$ cat src/rtl/mips_pkg.sv
// mips_pkg: opcodes, controller state encoding and datapath select encodings shared by control and datapath
package mips_pkg;
  localparam logic [5:0] OP_R    = 6'b000000;
  localparam logic [5:0] OP_LW   = 6'b100011;
  localparam logic [5:0] OP_SW   = 6'b101011;
  localparam logic [5:0] OP_BEQ  = 6'b000100;
  localparam logic [5:0] OP_ADDI = 6'b001000;
  localparam logic [5:0] OP_J    = 6'b000010;
  typedef enum logic [3:0] {
    S_FETCH  = 4'd0,
    S_DECODE = 4'd1,
    S_MEMADR = 4'd2,
    S_MEMRD  = 4'd3,
    S_MEMWB  = 4'd4,
    S_MEMWR  = 4'd5,
    S_EXEC   = 4'd6,
    S_ALUWB  = 4'd7,
    S_ADDIEX = 4'd8,
    S_ADDIWB = 4'd9,
    S_BRANCH = 4'd10,
    S_JUMP   = 4'd11,
    S_FAULT  = 4'd12
  } state_t;
  localparam logic [1:0] SRCB_RD2   = 2'b00;
  localparam logic [1:0] SRCB_FOUR  = 2'b01;
  localparam logic [1:0] SRCB_EXT   = 2'b10;
  localparam logic [1:0] SRCB_EXTSH = 2'b11;
  localparam logic [1:0] ALUOP_ADD   = 2'b00;
  localparam logic [1:0] ALUOP_SUB   = 2'b01;
  localparam logic [1:0] ALUOP_FUNCT = 2'b10;
  localparam logic [1:0] PCSRC_ALU    = 2'b00;
  localparam logic [1:0] PCSRC_ALUOUT = 2'b01;
  localparam logic [1:0] PCSRC_JUMP   = 2'b10;
  typedef struct packed {
    logic       pc_write;
    logic       pc_write_cond;
    logic       i_or_d;
    logic       mem_read;
    logic       mem_write;
    logic       ir_write;
    logic       mem_to_reg;
    logic       reg_dst;
    logic       reg_write;
    logic       alu_src_a;
    logic [1:0] alu_src_b;
    logic [1:0] alu_op;
    logic [1:0] pc_src;
  } ctrl_t;
  function automatic logic is_mem_state(state_t s);
    return s inside {S_FETCH, S_MEMRD, S_MEMWR};
  endfunction
endpackage

$ cat src/rtl/mem_wait_timer.sv
// mem_wait_timer: saturating count of memory wait cycles, flags when the timeout value is reached
module mem_wait_timer #(
  parameter int MEM_TIMEOUT = 15,
  parameter int TMR_W       = 8
) (
  input  logic clk,
  input  logic i_clr,
  input  logic i_en,
  output logic o_expired
);
  localparam logic [TMR_W-1:0] MAX = TMR_W'(MEM_TIMEOUT);
  logic [TMR_W-1:0] r_cnt;
  always_ff @(posedge clk)
    r_cnt <= i_clr ? '0 : (i_en && r_cnt != MAX) ? r_cnt + TMR_W'(1) : r_cnt;
  assign o_expired = r_cnt == MAX;
endmodule

$ cat src/rtl/mips_multicycle_ctrl.sv
// mips_multicycle_ctrl: multi-cycle MIPS control FSM with memory handshake, illegal-opcode and timeout flags
module mips_multicycle_ctrl
  import mips_pkg::*;
#(
  parameter int MEM_TIMEOUT = 15,
  parameter int TMR_W       = 8
) (
  input  logic       clk,
  input  logic       rst_n,
  input  logic [5:0] Opcode,
  input  logic       Zero,
  input  logic       mem_ready,
  output logic       PCWrite,
  output logic       PCWriteCond,
  output logic       IorD,
  output logic       MemRead,
  output logic       MemWrite,
  output logic       IRWrite,
  output logic       MemtoReg,
  output logic       RegDst,
  output logic       RegWrite,
  output logic       ALUSrcA,
  output logic [1:0] ALUSrcB,
  output logic [1:0] ALUOp,
  output logic [1:0] PCSrc,
  output logic       illegal,
  output logic       fault,
  output logic [3:0] state
);
  state_t r_state, w_next;
  logic   r_run, r_illegal, r_fault;
  logic   w_bad_op, w_wait, w_expired, w_clr, w_unused;
  ctrl_t  w_c;
  // Zero only matters to the datapath's PCWriteCond gate
  assign w_unused = Zero;
  assign w_bad_op = !(Opcode inside {OP_R, OP_LW, OP_SW, OP_BEQ, OP_ADDI, OP_J});
  assign w_wait   = r_run && !mem_ready && is_mem_state(r_state);
  assign w_clr    = !rst_n || w_next != r_state;
  mem_wait_timer #(.MEM_TIMEOUT(MEM_TIMEOUT), .TMR_W(TMR_W)) u_timer (
    .clk       (clk),
    .i_clr     (w_clr),
    .i_en      (w_wait),
    .o_expired (w_expired)
  );
  always_ff @(posedge clk)
    if (!rst_n) begin
      r_state   <= S_FETCH;
      r_run     <= 1'b0;
      r_illegal <= 1'b0;
      r_fault   <= 1'b0;
    end else begin
      r_state   <= w_next;
      r_run     <= 1'b1;
      r_illegal <= r_state == S_DECODE && w_bad_op;
      r_fault   <= r_fault || w_next == S_FAULT;
    end
  // r_run is low for the first cycle after reset so outputs stay quiet until release
  always_comb begin
    w_next = r_state;
    case (r_state)
      S_FETCH:  w_next = mem_ready ? S_DECODE : S_FETCH;
      S_DECODE: w_next = (Opcode == OP_LW || Opcode == OP_SW) ? S_MEMADR :
                         (Opcode == OP_R)    ? S_EXEC   :
                         (Opcode == OP_BEQ)  ? S_BRANCH :
                         (Opcode == OP_ADDI) ? S_ADDIEX :
                         (Opcode == OP_J)    ? S_JUMP   : S_FETCH;
      S_MEMADR: w_next = (Opcode == OP_LW) ? S_MEMRD : S_MEMWR;
      S_MEMRD:  w_next = mem_ready ? S_MEMWB : S_MEMRD;
      S_MEMWR:  w_next = mem_ready ? S_FETCH : S_MEMWR;
      S_EXEC:   w_next = S_ALUWB;
      S_ADDIEX: w_next = S_ADDIWB;
      S_FAULT:  w_next = S_FAULT;
      default:  w_next = S_FETCH;
    endcase
    if (w_wait && w_expired) w_next = S_FAULT;
    if (!r_run) w_next = S_FETCH;
  end
  always_comb begin
    w_c = '0;
    if (r_run)
      case (r_state)
        S_FETCH: begin
          w_c.mem_read  = 1'b1;
          w_c.alu_src_b = SRCB_FOUR;
          w_c.alu_op    = ALUOP_ADD;
          w_c.pc_src    = PCSRC_ALU;
          w_c.ir_write  = mem_ready;
          w_c.pc_write  = mem_ready;
        end
        S_DECODE: w_c.alu_src_b = SRCB_EXTSH;
        S_MEMADR, S_ADDIEX: begin
          w_c.alu_src_a = 1'b1;
          w_c.alu_src_b = SRCB_EXT;
        end
        S_MEMRD: begin
          w_c.mem_read = 1'b1;
          w_c.i_or_d   = 1'b1;
        end
        S_MEMWB: begin
          w_c.reg_write  = 1'b1;
          w_c.mem_to_reg = 1'b1;
        end
        S_MEMWR: begin
          w_c.mem_write = 1'b1;
          w_c.i_or_d    = 1'b1;
        end
        S_EXEC: begin
          w_c.alu_src_a = 1'b1;
          w_c.alu_src_b = SRCB_RD2;
          w_c.alu_op    = ALUOP_FUNCT;
        end
        S_ALUWB: begin
          w_c.reg_write = 1'b1;
          w_c.reg_dst   = 1'b1;
        end
        S_ADDIWB: w_c.reg_write = 1'b1;
        S_BRANCH: begin
          w_c.alu_src_a     = 1'b1;
          w_c.alu_op        = ALUOP_SUB;
          w_c.pc_src        = PCSRC_ALUOUT;
          w_c.pc_write_cond = 1'b1;
        end
        S_JUMP: begin
          w_c.pc_src   = PCSRC_JUMP;
          w_c.pc_write = 1'b1;
        end
        default: ;
      endcase
  end
  assign PCWrite     = w_c.pc_write;
  assign PCWriteCond = w_c.pc_write_cond;
  assign IorD        = w_c.i_or_d;
  assign MemRead     = w_c.mem_read;
  assign MemWrite    = w_c.mem_write;
  assign IRWrite     = w_c.ir_write;
  assign MemtoReg    = w_c.mem_to_reg;
  assign RegDst      = w_c.reg_dst;
  assign RegWrite    = w_c.reg_write;
  assign ALUSrcA     = w_c.alu_src_a;
  assign ALUSrcB     = w_c.alu_src_b;
  assign ALUOp       = w_c.alu_op;
  assign PCSrc       = w_c.pc_src;
  assign illegal     = r_illegal;
  assign fault       = r_fault;
  assign state       = r_state;
endmodule

$ cat config.mk
export PLATFORM = sky130hd
export DESIGN_NAME = mips_multicycle_ctrl
export DESIGN_NICKNAME = d
export VERILOG_FILES = /design/src/rtl/mips_pkg.sv /design/src/rtl/mem_wait_timer.sv /design/src/rtl/mips_multicycle_ctrl.sv
export SDC_FILE = /design/constraint.sdc
export NUM_CORES = 1
export LEC_CHECK = 0
export CAP_MARGIN = 30
export CORE_AREA = 3 3 58 60
export DETAILED_ROUTE_END_ITERATION = 8
export DIE_AREA = 0 0 61 63
export PLACE_DENSITY = 0.81
export SYNTH_ARGS = -nofsm -noshare
export SYNTH_HDL_FRONTEND = slang
export SYNTH_SLANG_ARGS = --single-unit
$ cat constraint.sdc
create_clock -name clk -period 1.95 [get_ports clk]
set_clock_uncertainty 0.2 [all_clocks]
set_input_delay 0.39 -clock clk [delete_from_list [all_inputs] [get_ports clk]]
set_output_delay 0.39 -clock clk [all_outputs]
set_load 0.03 [all_outputs]
== Yosys cells after proc, flatten, opt, wreduce, memory -nomap -nowiden ==
Cells that the tools add are included.

* Flip-flop bits (word level): 15
* Input port bits: 10
* Output and inout bits: 22
* Logic and storage cells: 74

* Add/subtract/negate cells: 1
* Eq/ne operators: 21
* Mux-type cells: 27
* Reduce and logical (&&, ||, !) cells: 20

{| class="wikitable"
|+ Operators by type and width
! cell !! count
|-
| $pmux W4 S8 || 1
|-
| $mux W4 || 7
|-
| $eq A4 B4 Y1 const B || 6
|-
| $eq A4 B3 Y1 const B || 4
|-
| $mux W16 || 1
|-
| $eq A6 B6 Y1 const B || 2
|-
| $mux W1 || 11
|-
| $mux W3 || 3
|-
| $add A8 B1 Y8 const B || 1
|-
| $eq A4 B2 Y1 const B || 2
|-
| $eq A8 B4 Y1 const B || 1
|-
| $ne A8 B4 Y1 const B || 1
|-
| $pmux W2 S2 || 2
|-
| $eq A6 B2 Y1 const B || 1
|-
| $eq A6 B3 Y1 const B || 1
|-
| $eq A6 B4 Y1 const B || 1
|-
| $logic_not A6 Y1 || 1
|-
| $pmux W2 S3 || 1
|-
| $reduce_bool A6 Y1 || 1
|-
| $reduce_or A2 Y1 || 3
|-
| $logic_and A1 B1 Y1 || 5
|-
| $eq A4 B1 Y1 const B || 1
|-
| $logic_not A4 Y1 || 1
|-
| $ne A4 B4 Y1 || 1
|-
| 6 further kinds || 10
|}

== Logic depth before layout (Yosys ltp) ==
* Word-level depth: 11
* Gate-level depth with buffers: 7

== Modules after synthesis ==
From an unflattened synthesis, not the netlist that was laid out.

* Cell total of the unflattened synthesis: 169
* Area total of the unflattened synthesis: 1242.4 µm²

{| class="wikitable"
|+ By module, submodules not included
! module !! times used !! cells an instance !! area each (µm²) !! seq. area each (µm²)
|-
| mips_multicycle_ctrl || 1 || 123 || 843.3 || 140.1
|-
| mem_wait_timer || 1 || 46 || 399.1 || 160.2
|}

== Least setup slack after synthesis ==
Ideal clock, no wire load.

* Kind: flip-flop to output port
* From: register r_state[3], in the netlist state[3]
* To: output port PCWrite
* Data arrival time: 2.213 ns
* Slack: -0.853 ns
* Stages on the path, launching flop included: 6
* Buffers on the path: 2
* Cells stage by stage: dfxtp_1 > buf_2 > buf_1 > nand2_1 > nor3_1 > or2_2

* Longest elaborated chain between the ends: 3

{| class="wikitable"
|+ Ends and longest elaborated chain
! what !! line !! source
|-
| start: declaration || mips_multicycle_ctrl.sv:30 || <nowiki>state_t r_state, w_next;</nowiki>
|-
| start signal: assignment || mips_multicycle_ctrl.sv:52 || <nowiki>r_state <= w_next;</nowiki>
|-
| $eq A4 B4 Y1 or $logic_not A4 Y1 (tied branches) || mips_multicycle_ctrl.sv:81 || <nowiki>case (r_state)</nowiki>
|-
| $pmux W1 S2 (*) || mips_multicycle_ctrl.sv:81 ||
|-
| $mux W16 (*) || mips_multicycle_ctrl.sv:80 || <nowiki>if (r_run)</nowiki>
|-
| end: declaration || mips_multicycle_ctrl.sv:13 || <nowiki>output logic PCWrite,</nowiki>
|}

Mark *: on every way between the ends. The rest lies on a longest branch, timed or not.

== Final worst setup path ==
* From: register r_state[3], in the netlist state[3]
* To: register u_timer.r_cnt[0]

* Longest elaborated chain between the ends: 8

{| class="wikitable"
|+ Ends and longest elaborated chain
! what !! line !! source
|-
| $eq A4 B2 Y1, or another cell as far along || mips_pkg.sv:50, mips_multicycle_ctrl.sv:60 ||
|-
| $reduce_bool A3 Y1 || mips_pkg.sv:50 || <nowiki>return s inside {S_FETCH, S_MEMRD, S_MEMWR};</nowiki>
|-
| $logic_and A1 B1 Y1 || mips_multicycle_ctrl.sv:37 || <nowiki>assign w_wait = r_run && !mem_ready && is_mem_state(r_state);</nowiki>
|-
| $logic_and A1 B1 Y1 || mips_multicycle_ctrl.sv:75 || <nowiki>if (w_wait && w_expired) w_next = S_FAULT;</nowiki>
|-
| $mux W4 || mips_multicycle_ctrl.sv:75 ||
|-
| $mux W4 || mips_multicycle_ctrl.sv:76 || <nowiki>if (!r_run) w_next = S_FETCH;</nowiki>
|-
| $ne A4 B4 Y1 || mips_multicycle_ctrl.sv:38 || <nowiki>assign w_clr = !rst_n || w_next != r_state;</nowiki>
|-
| $logic_or A1 B1 Y1 || mips_multicycle_ctrl.sv:38 ||
|-
| end signal: assignment || mem_wait_timer.sv:14 || <nowiki>r_cnt <= i_clr ? '0 : (i_en && r_cnt != MAX) ? r_cnt + TMR_W'(1) : r_cnt;</nowiki>
|-
| end: declaration || mem_wait_timer.sv:12 || <nowiki>logic [TMR_W-1:0] r_cnt;</nowiki>
|}

Parallel ways exist; a longest one is shown, timed or not.
A chain may end at the register's enable or synchronous reset.

==> results.cfg <==
[timing]
hold_ws_ps = 374
fmaxAchievable_mhz = 426
grt_setup_unrepaired = true
maxSlewViolCount = 0
finalCritPeriodShare = 1.20
final.min_clock_period_ps = 2350
final_hold_viol_count = 0
finalWorstSetupSlack_ps = -395
worst-slew-pin-transition_ps = 633
max_slew_margin = 0.574
setup_viol = 30

[layout]
final_nets = 267
drive_gt1_frac = 0.694
antennaDiodeCount = 0
utilization = 0.955
final_area_mm2 = 0.00284
final_cell_count_no_fill = 288
syn2layout_area_growth_pct = 135

[setup_path]
start_kind = register
crit_required_ps = 1950
critPathBufInv = 3
slowest_stage = o31ai_1
critical_path.max_stage_delay_ps = 500
crit_chain = buf_4 -> buf_4 -> nor2_1 -> o31ai_1 -> a21oi_1 -> a41oi_4 -> buf_12 -> nor4_4
critPathMaxFanout = 8
criticalPathCategory = reg2reg
timing.critical_path.mode_cell = buf_4
cp.arrival_ps = 2350
endpoint_kind = register
cp_top_family = compound AO/OA/AOI/OAI gates

[synthesis]
synth.avg_cell_area_um2 = 8.08
ys_ff_latch = 15
yosys.area_share.simple = 0.345
yosysWarnings = 0
synth_edf_count = 0
synthArstFlopShare = 0
synthMuxAreaShare = 0.0165
ys_seq_area_frac = 0.248
ys_types = 55
synth_flop_cell = dfxtp_1
synth_compound_area_frac = 0.249
synth_fa_ha_area_frac = 0.0103
synth_top_family_by_area = simple AND/OR/NAND/NOR gates
synth_fp_nets = 161
synth.area.top_cells = dfxtp_1, nor4_1, xor2_1
synthTopCellsByCount = dfxtp_1, nor4_1, nand2_1, nor3_1, xor2_1
syn_inst = 150
synth-xor-area-share = 0.0722
yosys.area.top_type = dfxtp_1
yosysMostFrequentCell = dfxtp_1
synth_top_area_frac = 0.248
syn_area_mm2 = 0.00121

[placement]
hpwl_um = 3360
globalplace.congestion = 0.912
portBuffers = 30
post_dp_cell_area_mm2 = 0.00195
place_inst = 247

[global_route]
grt_usage = 0.383
antenna_found_initial = 0
overflow = 0
grt_max_degree = 11
grt_pass1_vias = 1967
grt_pass1_wl_um = 10800

[cts]
cts_max_level = 1
cts_sinks = 15
cts.clk_slew.worst_paths_ps = 100
ctsHoldBuffers = 0
cts-root-buf = clkbuf_4
clockBufferDepth = 2
clk_latency_ps = 310
cts_buffers = 3
cts_tree = yes

[floorplan]
start_util = 0.407
die_area_mm2 = 0.00384
core.rowCount = 20
die_x_um = 61
die_y_um = 63
core_area_mm2 = 0.00298
pin_count = 32

[drt]
ant_nets = 0
wirelength_um = 8530
drc = 0
dr.pass1.iters = 5
vias = 2045
drt_iter0_markers = 255
wl_per_cell_um = 29.6
routed_via_density = 7.10

[flow_run]
cap_violations = 0

[power]
leakagePower_nw = 1.11
total_power_w = 0.000811
ir_drop_uv = 346
p_per_area_mw_per_mm2 = 285

[min_path]
hold_path_class = reg2reg

[run_status]
violations = setup timing
status = complete, but fails checks
-- cells by family after synthesis --
kind of cell / count (synthesis)
simple gates: 72
compound gates: 36
flops: 15
buf+inv: 14
xor+xnor: 10
mux: 2
fa+ha+maj: 1
-- per-layer routing --
metal | GRT usage | part of all wire | vias up
met5 | 0 | 0 | -
met3 | 0.101 | 0.097 | 95
met1 | 0.399 | 0.31 | 968
met4 | 0.241 | 0.11 | 0
li1 | - | - | 792
met2 | 0.648 | 0.48 | 190
-- metrics by stage --
step	worst slack, ps	TNS [ps]
after global routing	-462	-8010
after floorplan	-115	-712
final	-395	-6610
after global placement	-594	-7150
after detailed placement	-716	-8000
after CTS	-239	-3130
-- path summary, 6_finish.rpt --
check | cells past startpoint | slack [ps] | startpoint | endpoint
worst max-delay path | 8 | -400 | state[3] | u_timer.r_cnt[0]
worst min-delay path | 1 | 370 | fault | fault
worst max register to register | 8 | -400 | state[3] | u_timer.r_cnt[0]
worst min register to register | 1 | 370 | fault | fault
-- cell usage in the layout (no fill, tap or decap), types with 5 or more instances in the layout --
cell and instances:
buf_4 55, xor2_1 7, dfxtp_1 10, nor4_4 9, dfxtp_4 5, dlygate4sd2_1 8
nand3_1 6, nor3_4 8, buf_6 36, a21oi_1 5
-- registers in the layout, indices dropped and copies added (netlist names) --
signal         count
state              4
u_timer.r_cnt      8
illegal            1
fault              1
r_run              1
-- power by group --
part	leakage (nW)	internal (W)	total [W]	switching (W)
Combinational	0.968	0.000136	0.000300	0.000164
Clock	0.0177	0.0000769	0.000200	0.000123
Sequential	0.125	0.000305	0.000311	0.00000608
Total	1.11	0.000518	0.000811	0.000294
-- worst reg2reg max path: stages (launching register included) --
cell and delay [ps]:
dfxtp_4 400, buf_4 150, buf_4 150, nor2_1 80, o31ai_1 500, a21oi_1 230
a41oi_4 280, buf_12 190, nor4_4 60
-- area by class of cell --
cell class | count | area, um2
inverter | 5 | 25.0
timing repair buffer | 110 | 1030
sequential | 15 | 319
clock buffer | 3 | 22.5
tap | 33 | 41.3
multi-input combinational | 121 | 1400
clock inverter | 1 | 5.00
fill | 70 | 134
-- timing repair --
| item | CTS | global route |
|---|---|---|
| endpoints found under the hold margin | 0 | 0 |
| pin swaps | 35 | 22 |
| setup endpoints to repair | 33 | 29 |
| gates resized for setup | 94 | 44 |
| setup buffers | 30 | 7 |
Note: power is estimated with default switching activity, not from simulation.
